**config.mk**
```make
export PLATFORM = sky130hd
export DESIGN_NAME = matmul_sequencer_flat
export DESIGN_NICKNAME = d
export VERILOG_FILES = /design/src/rtl/matseq_pkg.sv /design/src/rtl/matseq_if.sv /design/src/rtl/matseq_index_counter.sv /design/src/rtl/matmul_sequencer.sv /design/src/flat_wrapper.sv
export SDC_FILE = /design/constraint.sdc
export NUM_CORES = 1
export LEC_CHECK = 0
export BUFFER_PORTS_ARGS = -buffer_cell sky130_fd_sc_hd__buf_4
export CAP_MARGIN = 10
export CORE_AREA = 10 10 47 49
export CTS_CLUSTER_SIZE = 40
export DETAILED_ROUTE_END_ITERATION = 16
export DIE_AREA = 0 0 57 59
export SYNTH_ARGS = -nofsm -noshare
export SYNTH_HDL_FRONTEND = slang
export SYNTH_SLANG_ARGS = --single-unit
```
**constraint.sdc**
```tcl
create_clock -name clock -period 2.7 [get_ports clock]
set_clock_uncertainty 0.15 [all_clocks]
set_input_delay 0.54 -clock clock [delete_from_list [all_inputs] [get_ports clock]]
set_output_delay 0.54 -clock clock [all_outputs]
set_load 0.005 [all_outputs]
```
**src/rtl/matseq_pkg.sv**
```systemverilog
// rtl/matseq_pkg.sv - shared types and helpers for the matrix multiply sequencer
package matseq_pkg;

  typedef enum logic [2:0] {
    IDLE   = 3'd0,
    ISSUE  = 3'd1,
    WAIT   = 3'd2,
    WRITE  = 3'd3,
    FINISH = 3'd4
  } state_t;

  localparam int DEFAULT_TIMEOUT = 64;

  // Index width for a DIM-sized axis, never narrower than one bit.
  function automatic int idx_w(input int dim);
    return (dim <= 2) ? 1 : $clog2(dim);
  endfunction

endpackage

```
**src/rtl/matseq_if.sv**
```systemverilog
// rtl/matseq_if.sv - sequencer to element-engine and C-store handshake bundle
interface matseq_if #(
  parameter int IDX_W  = 2,
  parameter int ADDR_W = 8
);
  logic              elem_start;
  logic              elem_done;
  logic [IDX_W-1:0]  row;
  logic [IDX_W-1:0]  col;
  logic [ADDR_W-1:0] c_addr;
  logic              c_write;

  modport master (output elem_start, row, col, c_addr, c_write, input elem_done);
  modport slave  (input elem_start, row, col, c_addr, c_write, output elem_done);
endinterface

```
**src/rtl/matseq_index_counter.sv**
```systemverilog
// rtl/matseq_index_counter.sv - row-major 2-D (row, col) walker over a DIM x DIM grid
module matseq_index_counter
  import matseq_pkg::*;
#(
  parameter int DIM   = 4,
  parameter int IDX_W = idx_w(DIM)
) (
  input  logic             clock,
  input  logic             reset,
  input  logic             clear,
  input  logic             advance,
  output logic [IDX_W-1:0] row,
  output logic [IDX_W-1:0] col,
  output logic             last
);
  localparam logic [IDX_W-1:0] MAX_IDX = IDX_W'(DIM - 1);

  always_ff @(posedge clock) begin
    if (reset || clear) begin
      row <= '0;
      col <= '0;
    end else if (advance) begin
      if (col == MAX_IDX) begin
        col <= '0;
        row <= row + 1'b1;
      end else begin
        col <= col + 1'b1;
      end
    end
  end

  assign last = (row == MAX_IDX) && (col == MAX_IDX);
endmodule

```
**src/rtl/matmul_sequencer.sv**
```systemverilog
// rtl/matmul_sequencer.sv - walks every C element, starts the engine, writes results
// Optional MATSEQ_TIMEOUT_EN: bound each WAIT to TIMEOUT cycles and flag error.
module matmul_sequencer
  import matseq_pkg::*;
#(
  parameter int DIM     = 4,
  parameter int ADDR_W  = 8,
  parameter int TIMEOUT = DEFAULT_TIMEOUT
) (
  input  logic      clock,
  input  logic      reset,
  input  logic      go,
  input  logic      abort,
  matseq_if.master  eng,
  output logic      busy,
  output logic      done,
  output logic      error
);
  localparam int IDX_W = idx_w(DIM);

  state_t           state, next_state;
  logic [IDX_W-1:0] row_q, col_q;
  logic             last, clear_idx, advance_idx, timed_out;

  matseq_index_counter #(.DIM(DIM), .IDX_W(IDX_W)) u_idx (
    .clock   (clock),
    .reset   (reset),
    .clear   (clear_idx),
    .advance (advance_idx),
    .row     (row_q),
    .col     (col_q),
    .last    (last)
  );

  assign eng.row    = row_q;
  assign eng.col    = col_q;
  assign eng.c_addr = ADDR_W'(row_q) * ADDR_W'(DIM) + ADDR_W'(col_q);

`ifdef MATSEQ_TIMEOUT_EN
  localparam int CNT_W = $clog2(TIMEOUT + 1);
  logic [CNT_W-1:0] wait_cnt;
  logic             error_q;

  always_ff @(posedge clock) begin
    if (reset || state == ISSUE) wait_cnt <= '0;
    else if (state == WAIT)      wait_cnt <= wait_cnt + 1'b1;
  end

  // Fires on the TIMEOUT-th consecutive WAIT cycle without a response.
  assign timed_out = (state == WAIT) && !eng.elem_done && (wait_cnt == CNT_W'(TIMEOUT - 1));

  always_ff @(posedge clock) begin
    if (reset)                     error_q <= 1'b0;
    else if (state == IDLE && go)  error_q <= 1'b0;
    else if (timed_out && !abort)  error_q <= 1'b1;
  end
  assign error = error_q;
`else
  assign timed_out = 1'b0;
  assign error     = 1'b0;
`endif

  always_ff @(posedge clock) begin
    if (reset) state <= IDLE;
    else       state <= next_state;
  end

  always_comb begin
    next_state = state;
    unique case (state)
      IDLE:    if (go) next_state = ISSUE;
      ISSUE:   next_state = WAIT;
      WAIT: begin
        if (eng.elem_done)  next_state = WRITE;
        else if (timed_out) next_state = FINISH;
      end
      WRITE:   next_state = last ? FINISH : ISSUE;
      FINISH:  next_state = IDLE;
      default: next_state = IDLE;
    endcase
    // abort overrides every transition out of a busy state, elem_done included
    if (abort && state != IDLE) next_state = IDLE;
  end

  always_comb begin
    eng.elem_start = 1'b0;
    eng.c_write    = 1'b0;
    done           = 1'b0;
    busy           = (state != IDLE);
    clear_idx      = (state == IDLE) && go;
    advance_idx    = 1'b0;
    unique case (state)
      ISSUE:  eng.elem_start = !abort;
      WRITE: begin
        eng.c_write = !abort;
        advance_idx = !abort && !last;
      end
      FINISH: done = !abort;
      default: ;
    endcase
  end
endmodule
```
**src/flat_wrapper.sv**
```systemverilog
// flat-port wrapper written by rule: the top's interface ports become plain ports
module matmul_sequencer_flat import matseq_pkg::*;
#(
  parameter int DIM     = 4,
  parameter int ADDR_W  = 8,
  parameter int TIMEOUT = DEFAULT_TIMEOUT
)
  (clock, reset, go, abort, busy, done, error, eng_elem_start, eng_row, eng_col, eng_c_addr, eng_c_write, eng_elem_done);
  matseq_if #(.ADDR_W(ADDR_W)) eng_i ();
  input  logic clock;
  input  logic reset;
  input  logic go;
  input  logic abort;
  output logic busy;
  output logic done;
  output logic error;
  output wire logic [$bits(eng_i.elem_start)-1:0] eng_elem_start;
  output wire logic [$bits(eng_i.row)-1:0] eng_row;
  output wire logic [$bits(eng_i.col)-1:0] eng_col;
  output wire logic [$bits(eng_i.c_addr)-1:0] eng_c_addr;
  output wire logic [$bits(eng_i.c_write)-1:0] eng_c_write;
  input wire logic [$bits(eng_i.elem_done)-1:0] eng_elem_done;
  assign eng_elem_start = eng_i.elem_start;
  assign eng_row = eng_i.row;
  assign eng_col = eng_i.col;
  assign eng_c_addr = eng_i.c_addr;
  assign eng_c_write = eng_i.c_write;
  assign eng_i.elem_done = eng_elem_done;
  matmul_sequencer #(.DIM(DIM), .ADDR_W(ADDR_W), .TIMEOUT(TIMEOUT)) u_core (.clock(clock), .reset(reset), .go(go), .abort(abort), .eng(eng_i), .busy(busy), .done(done), .error(error));
endmodule
```
==> metrics.md, run 1 <==
| Metric | Value |
|---|---|
| Status | finished, final reports clean |
| Fmax | approximately 0.51 GHz |
| Area delta synth->final | 19.5% |
| Met1 Use GR | under 10% |
| Leading area contributor after synthesis | dfxtp_1 |
| Final period utilization | 72.9% |
| Total chip power | ~0.00026 W |
| Endpoint class of the critical path | output pin |
| Drc violations | 0 |
| Min-Delay Path Depth | 2 |
| Vias in the first global route | 386 |
| Final setup fails | 0 |
| GPL Wtd Cong | roughly 0.67 |
| Die X | about 57 µm |
| CTS Sinks | 7 |
| Synth area leaders | dfxtp_1, buf_4, nand4bb_4 |
| RSZ-0062 raised after global routing | false |
| Final Max Tran Viols | 0 |
| Final hold viol count | 0 |
| Via count | just under 400 |
| Crit-path slowest cell | dfxtp_1 |
| Vias per cell | between 4 and 5 |
| Post-synthesis sequential area ratio | between 20 and 30% |
| Core ar. | approximately 1400 µm² |
| Layout cell share with drive strength beyond 1 | a little under two fifths |
| Total track usage | 6.64% |
| Final instance area | about 580 µm² |
| Critical path buffers and inverters | 2 |
| Commonest non-fill, non-tap cell in the layout | buf_4 |
| R2r setup slk | ~1200 ps |
| Met3 Usage GRT | ~6.4% |
| Crit path cell chain | nand4bb_4, inv_1, buf_4 |
| Leakage | 0.257 nW |
| Worst slew pin tran | approximately 610 ps |
| Gates resized, CTS repair | 0 |
| Inserted Clock Buffers | 3 |
| WL final | 1000 µm |
| Crit-path max cell delay | 550 ps |
| Synth Cell Area | ~490 µm² |
| Nets | between 70 and 80 |
| Post-CTS Hold Fix Bufs | 0 |
| GRT overflow | 0 |
| Worst Hold Path EP | u_core.u_idx.row[0] |
| Die area | ~3400 µm² |
| Crit path required time | approximately 2000 ps |
| Final ANT Viol Nets | 0 |
| Clock-pin slew on the worst setup and hold paths | around 50 ps |
| Post CTS Setup Buffer Count | 0 |
| Max-Cap Viols | 0 |
| FF+latch count, synth | 7 |
| Crit-path max FO | 10 |
| Syn. warnings | 0 |
| Dominant synthesized flop cell | dfxtp_1 |
| GRT met2 Usage | under 10% |
| Pwr/cell area | between 400 and 500 nW/µm² |
| Unique masters post-synth | 25 |
| Slew HR | about 59% |
| Worst-Skew Late Latency | 250 ps |
| Critical path startpoint category | register |
| Post-synth EDFFs | 0 |
| Crit path max-delay family | flip-flops |
| R2r startpoint | u_core.u_idx.col[0] |
| Critical Path AT | approximately 1300 ps |
| Mean post-synth cell area | between 9 and 10 µm² |
| HP Class | register to register |
| Post-synth top area share | roughly 29% |
| 1st-iter DRT viols | 4 |
| Starting density of the core | a little over a third |
| Cells after synthesis | 53 |
| WS Path Type | register to output pin |
| Reg2reg end | u_core.u_idx.row[0] |
| Initial antenna violation count | 0 |
| Min Tclk post-route | 1970 ps |
| Largest net degree at the start of global routing | 11 |
| CTS Buffer Depth | 2 |
| Most frequent cells in the layout | buf_4, dfxtp_1, conb_1 |
| Area after DPL | 556 µm² |
| Cell Rows | 14 |
| Peak VDD IR | between 0.2 and 0.25 mV |
| Finished Core Util | between 40 and 50% |
| Die Height | 59 µm |
| GR peak layer | met2 |
| Hpwl dp | around 810 µm |
| CTS tree | yes |
| Setup_tns | 0 ps |
| Worst r2r path cells | 4 |
| Fraction of registers with async set/reset | 0% |
| DRT Pass-1 Iters | 2 |
| Diodes inserted | 0 |
| Hold path start | u_core.u_idx.row[0] |
| I/O pins | 22 |
| Clock Root Buffer | clkbuf_4 |
| Port Buf Inserts | 16 |
| CTS H-tree depth | 1 |
| Hold Slack | 385 ps |
| Wire per inst | around 12 µm |
| Global-route wire length before repair | approximately 1700 µm |
| Fill count | 153 |
## routing by layer
layer	up-vias	part of all wire [%]
met5	-	0
li1	197	-
met2	17	47
met3	2	16
met4	0	0.50
met1	175	36
## power by group
group          total (W)  internal (W)  switching, W
clock network  0.0000955     0.0000564     0.0000391
registers       0.000120      0.000108     0.0000128
logic          0.0000447     0.0000261     0.0000186
## state kept, by name, summed over array words and instances, names as in the netlist
| register | count |
|---|---|
| u_core.state | 3 |
| u_core.u_idx.row | 2 |
| u_core.u_idx.col | 2 |
## worst max-delay path by stage
stage / from / to / slack [ps] / cells past startpoint
after floorplan: abort / eng_c_write / 1120 / 2
after global placement: abort / eng_c_write / 820 / 4
after detailed placement: abort / eng_c_write / 800 / 4
after CTS: u_core.state[0] / eng_c_write / 710 / 3
after global routing: u_core.state[0] / eng_c_write / 610 / 3
final: u_core.state[1] / eng_c_write / 730 / 3
## final cells by class
class	count	area [µm²]	share of cell area [%]
sequential	7	140	24.1
timing repair buffer	16	120	20.6
clock buffer	4	26.3	4.52
tap	16	20.0	3.44
multi-input combinational	35	260	44.7
inverter	4	15.0	2.58
## worst min-delay path: stages (launching register included)
cell,delay (ps)
dfxtp_1,340
o21ai_0,100
a21oi_2,50
## synthesized netlist by cell type (2+ instances only)
| library cell | instances |
|---|---|
| a21oi_1 | 4 |
| buf_4 | 10 |
| dfxtp_1 | 7 |
| ha_1 | 2 |
| inv_1 | 4 |
| nand2_1 | 2 |
| nand3_1 | 2 |
| nor2_1 | 2 |
| nor4b_1 | 2 |
| o21ai_0 | 3 |
## per-stage QoR
step,setup WS [ps],cells
2_1_floorplan,1120,57
4_1_cts,715,82
3_3_place_gp,820,78
6_report,732,82
5_1_grt,610,82
3_5_place_dp,804,78
## logic make-up after synthesis
family	share of synthesized area, %
compound gates	20.3
xor+xnor	1.80
fa+ha+maj	5.14
buf+inv	20.8
flops	28.8
other cells	0.770
simple gates	22.4
Note: power is estimated with default switching activity, not from simulation.
==> run 2, diff against run 1 <==
--- a/config.mk
+++ b/config.mk
@@ -5,12 +5,14 @@
 export SDC_FILE = /design/constraint.sdc
 export NUM_CORES = 1
 export LEC_CHECK = 0
+export ABC_AREA = 1
 export BUFFER_PORTS_ARGS = -buffer_cell sky130_fd_sc_hd__buf_4
 export CAP_MARGIN = 10
 export CORE_AREA = 10 10 47 49
 export CTS_CLUSTER_SIZE = 40
 export DETAILED_ROUTE_END_ITERATION = 16
 export DIE_AREA = 0 0 57 59
+export PLACE_DENSITY = 0.68
 export SYNTH_ARGS = -nofsm -noshare
 export SYNTH_HDL_FRONTEND = slang
 export SYNTH_SLANG_ARGS = --single-unit
==> constraint.sdc (replaced) <==
create_clock -name clock -period 1.7 [get_ports clock]
set_clock_uncertainty 0.15 [all_clocks]
set_input_delay 0.34 -clock clock [delete_from_list [all_inputs] [get_ports clock]]
set_output_delay 0.34 -clock clock [all_outputs]
set_load 0.005 [all_outputs]
==> run 2 against run 1 <==
  * Sequential power up 77%
  * Utilization increased by 1.7 points
  * Cell area up 4.1%
  * Non-clock buffer count unchanged
  * Global-route usage increased by 0.090 points
  * Power up 110%
  * Combinational power rose to 4.2 times the previous value
  * Die area is the same
  * Register-to-register slack got worse by 900 ps
  * Worst setup slack got worse by 610 ps
  * Critical endpoint is now done
==> metrics.md, run 2 <==
| Metric | Value |
|---|---|
| Status | finished, final reports clean (unchanged) |
| Commonest non-fill, non-tap cell in the layout | buf_4 (unchanged) |
| Peak VDD IR | 0.461 mV (was 0.216 mV) |
| Vias in the first global route | 454 (was 386) |
| Cell Rows | 14 (unchanged) |
| GRT overflow | 0 (unchanged) |
| Critical Path AT | 1080 ps (was 1280 ps) |
| Hpwl dp | 932 µm (was 814 µm) |
| Starting density of the core | 35.1% (was 34.7%) |
| Post-synth EDFFs | 0 (unchanged) |
| Core ar. | 1400 µm² (unchanged) |
| Post-synthesis sequential area ratio | 28.5% (was 28.8%) |
| Mean post-synth cell area | 6.56 µm² (was 9.18 µm²) |
| Final period utilization | between 90% and 100% |
| Via count | 456 (was 391) |
| Area delta synth->final | 23.2% (was 19.5%) |
| Die area | 3360 µm² (unchanged) |
| Pwr/cell area | 906 nW/µm² (was 448 nW/µm²) |
| Dominant synthesized flop cell | dfxtp_1 (unchanged) |
| I/O pins | 22 (unchanged) |
| Die Height | 59 µm (unchanged) |
| Global-route wire length before repair | 1840 µm (was 1750 µm) |
| Top Registers | u_core.state (3), u_core.u_idx.col (2), u_core.u_idx.row (2) (unchanged) |
| Setup_tns | 0 ps (unchanged) |
| Worst-Skew Late Latency | 250 ps (about the same) |
| Largest net degree at the start of global routing | 7 (was 11) |
| FF+latch count, synth | 7 (unchanged) |
| Gates resized, CTS repair | 0 (unchanged) |
| Commonest cells post-synth | nand2_1, inv_1, nor2_1 (was buf_4, dfxtp_1, a21oi_1, inv_1, o21ai_0) |
| WS Path Type | register to output pin (unchanged) |
| Synth Cell Area | 492 µm² (was 487 µm²) |
| Port Buf Inserts | 16 (unchanged) |
| Drc violations | 0 (unchanged) |
| Most frequent cells in the layout | buf_4, nand2_1, nor2_1, inv_1, dfxtp_1 (was buf_4, dfxtp_1, conb_1) |
| Min Tclk post-route | 1570 ps |
| CTS tree | yes (unchanged) |
| Inserted Clock Buffers | 3 (unchanged) |
| Layout cell share with drive strength beyond 1 | 28.9% (was 37.9%) |
| Wire per inst | 10.3 µm (was 12.2 µm) |
| Cells after synthesis | 75 (was 53) |
| Syn. warnings | 0 (unchanged) |
| Final setup fails | 0 (unchanged) |
| Post-synth top area share | 28.5% (was 28.8%) |
| Synth area leaders | dfxtp_1, buf_4, nand2_1 (was dfxtp_1, buf_4, nand4bb_4) |
| Final Max Tran Viols | 0 (unchanged) |
| 1st-iter DRT viols | 5 (was 4) |
| Critical path startpoint category | register (unchanged) |
| CTS Buffer Depth | 2 (unchanged) |
| Fmax | ~0.64 GHz |
| DRT Pass-1 Iters | 3 (was 2) |
| CTS Sinks | 7 (unchanged) |
| Clock-pin slew on the worst setup and hold paths | 50 ps (about the same) |
| Crit path required time | 1210 ps (was 2010 ps) |
| Total track usage | 6.73% (was 6.64%) |
| Non-Filler Instances | 106 (was 82) |
| Diodes inserted | 0 (unchanged) |
| Final ANT Viol Nets | 0 (unchanged) |
| Fraction of registers with async set/reset | 0% (unchanged) |
| Post-CTS Hold Fix Bufs | 0 (unchanged) |
| Fill count | 169 (was 153) |
| GPL Wtd Cong | 0.752 (was 0.666) |
| HP Class | input pin to register (was register to register) |
| Endpoint class of the critical path | output pin (unchanged) |
| Crit-path max FO | 5 (was 10) |
| Post CTS Setup Buffer Count | 0 (unchanged) |
| Leading area contributor after synthesis | dfxtp_1 (unchanged) |
| Top-count cell post-synth | nand2_1 (was buf_4) |
| Die X | 57 µm (unchanged) |
| RSZ-0062 raised after global routing | false (unchanged) |
| Vias per cell | 4.30 (was 4.77) |
| Leakage | 0.313 nW (was 0.257 nW) |
| WL final | 1090 µm (was 1000 µm) |
| CTS H-tree depth | 1 (unchanged) |
| Initial antenna violation count | 0 (unchanged) |
| Unique masters post-synth | 19 (was 25) |
| Max-Cap Viols | 0 (unchanged) |
| Placed Cells | 102 (was 78) |
| Nets | 98 (was 74) |
| Hold Slack | 191 ps (was 385 ps) |
| Max reg flops | 3 (unchanged) |
| Largest Register | u_core.state (unchanged) |
| Final hold viol count | 0 (unchanged) |
| Clock Root Buffer | clkbuf_4 (unchanged) |
## run 2: cell types whose count changed after synthesis, sizes merged, moves of 2 or more
cell	previous run	this run
nand2	2	16
nor2	2	12
inv	4	12
nand3	2	7
a21oi	5	3
buf	11	9
nor4b	2	0
or2	0	2
or3	2	0
## run 2: per-stage QoR
step | instance area [µm²] | utilization, % | setup slack [ps] | power (W)
final | 606 | 43.2 | 126 | 0.000549
after global routing | 606 | 43.2 | 5.95 | 0.000605
after CTS | 606 | 43.2 | 112 | 0.000561
after detailed placement | 579 | 41.3 | 250 | 0.000404
after global placement | 579 | 41.3 | 297 | 0.000404
after floorplan | 507 | - | 364 | 0.000346
## run 2: power breakdown
part | leakage (nW) | internal (W) | total, W | switching [W]
Combinational | 0.241 | 0.0000857 | 0.000188 | 0.000102
Clock | 0.0150 | 0.0000895 | 0.000149 | 0.0000599
Sequential | 0.0567 | 0.000183 | 0.000212 | 0.0000286
Total | 0.313 | 0.000358 | 0.000549 | 0.000191
## run 2: final cells by class
cell class,count,area (µm²),share of cell area [%]
Sequential cell,7,140,23.1
Tap cell,16,20.0,3.31
Timing Repair Buffer,16,120,19.8
Clock buffer,4,26.3,4.34
Inverter,12,45.0,7.44
Multi-Input combinational cell,51,254,41.9
## run 2: worst paths after layout
kind / start / to / slack (ps) / depth (start not counted)
min: reset / u_core.state[0] / 190 / 4
max reg2reg: u_core.u_idx.col[0] / u_core.u_idx.row[0] / 250 / 7
min reg2reg: u_core.u_idx.col[1] / u_core.u_idx.col[1] / 370 / 2
max: u_core.state[2] / done / 130 / 3
## run 2: metal layers
| metal | vias up | GRT usage, % | wire length [µm] |
|---|---|---|---|
| met5 | - | 0 | 0 |
| met4 | 0 | 2.01 | 7 |
| met3 | 2 | 4.94 | 114 |
| met2 | 12 | 11.9 | 541 |
| met1 | 196 | 5.90 | 428 |
| li1 | 246 | - | - |
## run 2: worst max-delay path, stage by stage, from the launching register on
cell     delay [ps]
dfxtp_1         370
inv_2            80
nor4_1          230
buf_4           160
## run 2: cells by family after synthesis
logic type / Yosys count / synth area share [%]
compound gates: 5 / 5.85
fa+ha+maj: 2 / 5.09
buf+inv: 21 / 22.9
flops: 7 / 28.5
other cells: 1 / 0.763
simple gates: 39 / 36.9
==> run 3, diff against run 2 <==
--- a/config.mk
+++ b/config.mk
@@ -5,14 +5,14 @@
 export SDC_FILE = /design/constraint.sdc
 export NUM_CORES = 1
 export LEC_CHECK = 0
-export ABC_AREA = 1
+export ABC_AREA = 0
 export BUFFER_PORTS_ARGS = -buffer_cell sky130_fd_sc_hd__buf_4
 export CAP_MARGIN = 10
-export CORE_AREA = 10 10 47 49
+export CORE_AREA = 3 3 40 42
 export CTS_CLUSTER_SIZE = 40
 export DETAILED_ROUTE_END_ITERATION = 16
-export DIE_AREA = 0 0 57 59
-export PLACE_DENSITY = 0.68
+export DIE_AREA = 0 0 43 45
+export PLACE_DENSITY = 0.67
 export SYNTH_ARGS = -nofsm -noshare
 export SYNTH_HDL_FRONTEND = slang
 export SYNTH_SLANG_ARGS = --single-unit
==> run 3 against run 2 <==
  * Utilization rose by 3.7 points
  * Sequential power fell by 10%
  * Cell area fell by 0.41%
  * Global-route usage rose by 3.2 points
  * Combinational power fell by 58%
  * Critical path type unchanged
  * Highest routed layer unchanged
==> metrics.md, run 3 (synthesis gave the netlist of run 1 again) <==
| Metric | Value |
|---|---|
| Status | finished, final reports clean (unchanged) |
| Wire per inst | 10.6 µm (was 10.3 µm) |
| Drc violations | 0 (unchanged) |
| Setup_tns | 0 ps (unchanged) |
| Vias per cell | 4.70 (was 4.30) |
| Cell Rows | 13 (was 14) |
| Vias in the first global route | 319 (was 454) |
| Layout cell share with drive strength beyond 1 | 42.6% (was 28.9%) |
| Critical Path AT | 1170 ps (was 1080 ps) |
| Leakage | 0.269 nW (was 0.313 nW) |
| Fmax | 0.603 GHz (was 0.635 GHz) |
| Final instance area | 603 µm² (was 606 µm²) |
| Max reg flops | 3 (unchanged) |
| Endpoint class of the critical path | output pin (unchanged) |
| GPL Wtd Cong | 0.767 (was 0.752) |
| Final ANT Viol Nets | 0 (unchanged) |
| Crit-path max FO | 7 (was 5) |
| GRT overflow | 0 (unchanged) |
| WL final | 878 µm (was 1090 µm) |
| RSZ-0062 raised after global routing | false (unchanged) |
| Area after DPL | 554 µm² (was 579 µm²) |
| Die area | 1940 µm² (was 3360 µm²) |
| Final period utilization | 97.6% (was 92.6%) |
| Starting density of the core | 37.9% (was 35.1%) |
| Worst slew pin tran | roughly 590 ps |
| WS Path Type | register to output pin (unchanged) |
| Top Registers | u_core.state (3), u_core.u_idx.col (2), u_core.u_idx.row (2) (unchanged) |
| Commonest non-fill, non-tap cell in the layout | buf_4 (unchanged) |
| Via count | 390 (was 456) |
| HP Class | input pin to register (unchanged) |
| Largest net degree at the start of global routing | 11 (was 7) |
| Max-Cap Viols | 0 (unchanged) |
| Global-route wire length before repair | 1370 µm (was 1840 µm) |
| Fill count | 137 (was 169) |
| Peak VDD IR | 0.302 mV (was 0.461 mV) |
| Core ar. | 1280 µm² (was 1400 µm²) |
| Hpwl dp | 645 µm (was 932 µm) |
| Crit path required time | 1210 ps (about the same) |
| Clock Root Buffer | clkbuf_4 (unchanged) |
| Critical path startpoint category | register (unchanged) |
| Final hold viol count | 0 (unchanged) |
| I/O pins | 22 (unchanged) |
| Total track usage | 9.92% (was 6.73%) |
| Diodes inserted | 0 (unchanged) |
| Die Height | 45 µm (was 59 µm) |
| Clock-pin slew on the worst setup and hold paths | 50 ps (about the same) |
| CTS tree | yes (unchanged) |
| Worst r2r path cells | 4 (was 7) |
| Final Max Tran Viols | 0 (unchanged) |
| Largest Register | u_core.state (unchanged) |
| Min-Delay Path Depth | 3 (was 4) |
| Min Tclk post-route | 1660 ps (was 1570 ps) |
| Slew HR | ~60% |
| 1st-iter DRT viols | 3 (was 5) |
| Inserted Clock Buffers | 3 (unchanged) |
| Port Buf Inserts | 16 (unchanged) |
| Die X | 43 µm (was 57 µm) |
| Nets | 76 (was 98) |
| Most frequent cells in the layout | buf_4, conb_1, dfxtp_1 (was buf_4, nand2_1, nor2_1, inv_1, dfxtp_1) |
| Worst-Skew Late Latency | 250 ps (about the same) |
| DRT Pass-1 Iters | 2 (was 3) |
| Post-CTS Hold Fix Bufs | 0 (unchanged) |
| Pwr/cell area | 702 nW/µm² (was 906 nW/µm²) |
| CTS Buffer Depth | 2 (unchanged) |
| CTS Sinks | 7 (unchanged) |
| Area delta synth->final | 23.9% (was 23.2%) |
| Final setup fails | 0 (unchanged) |
| CTS H-tree depth | 1 (unchanged) |
| Initial antenna violation count | 0 (unchanged) |
## run 3: cell count changes in the layout (fill, tap and decap cells not counted), moves of 2 or more
cell	before	now
dfxtp_1	7	5
nand2_1	15	2
dfxtp_4	0	2
nand3_1	5	2
buf_4	16	18
nor2_1	11	2
nor4b_1	0	2
inv_1	11	4
nand3_2	2	0
a21oi_1	2	4
## run 3: critical path: stages, from the launching register on
cell     delay, ps
dfxtp_4        370
or3_4          400
buf_4          150
## run 3: through the flow
stage / hold slack (ps) / utilization (%) / instances / power, W / setup slack, ps
2_1_floorplan: 347 / - / 57 / 0.000255 / 222
3_3_place_gp: 359 / 43.1 / 77 / 0.000264 / 205
3_5_place_dp: 360 / 43.1 / 77 / 0.000265 / 169
4_1_cts: 216 / 45.4 / 81 / 0.000426 / 2.09
5_1_grt: 229 / 46.9 / 83 / 0.000449 / 5.08
6_report: 229 / 46.9 / 83 / 0.000423 / 40.5
## run 3: final timing paths
| path | from | to | slack (ps) |
|---|---|---|---|
| max | u_core.state[1] | busy | 40 |
| min | reset | u_core.u_idx.row[0] | 230 |
| max reg2reg | u_core.u_idx.col[0] | u_core.u_idx.row[0] | 150 |
| min reg2reg | u_core.u_idx.row[1] | u_core.u_idx.row[1] | 370 |
## run 3: power breakdown
part           leakage [nW]  switching [W]  internal (W)
clock network        0.0150      0.0000641     0.0000897
logic                 0.196      0.0000318     0.0000473
registers            0.0581      0.0000175      0.000173
## run 3: final cells by class
class / instances / area, µm² / area share, %
Multi-Input combinational cell: 35 / 260 / 43.2
Clock buffer: 4 / 26.3 / 4.36
Inverter: 4 / 15.0 / 2.49
Timing Repair Buffer: 18 / 135 / 22.4
Sequential cell: 7 / 148 / 24.5
Tap cell: 15 / 18.8 / 3.11
## run 3: routing by layer
| layer | up-vias | track usage (%) | part of all wire (%) |
|---|---|---|---|
| li1 | 203 | - | - |
| met1 | 169 | 10.2 | 44 |
| met2 | 16 | 15.9 | 46 |
| met3 | 2 | 4.78 | 9.0 |
| met4 | 0 | 7.23 | 0.57 |
| met5 | - | 0 | 0 |
## run 3: what timing repair did
item                                    CTS  global route
gates resized for setup                   2             2
pin swaps                                 0             0
endpoints found under the setup margin    3             2
setup buffers                             0             2
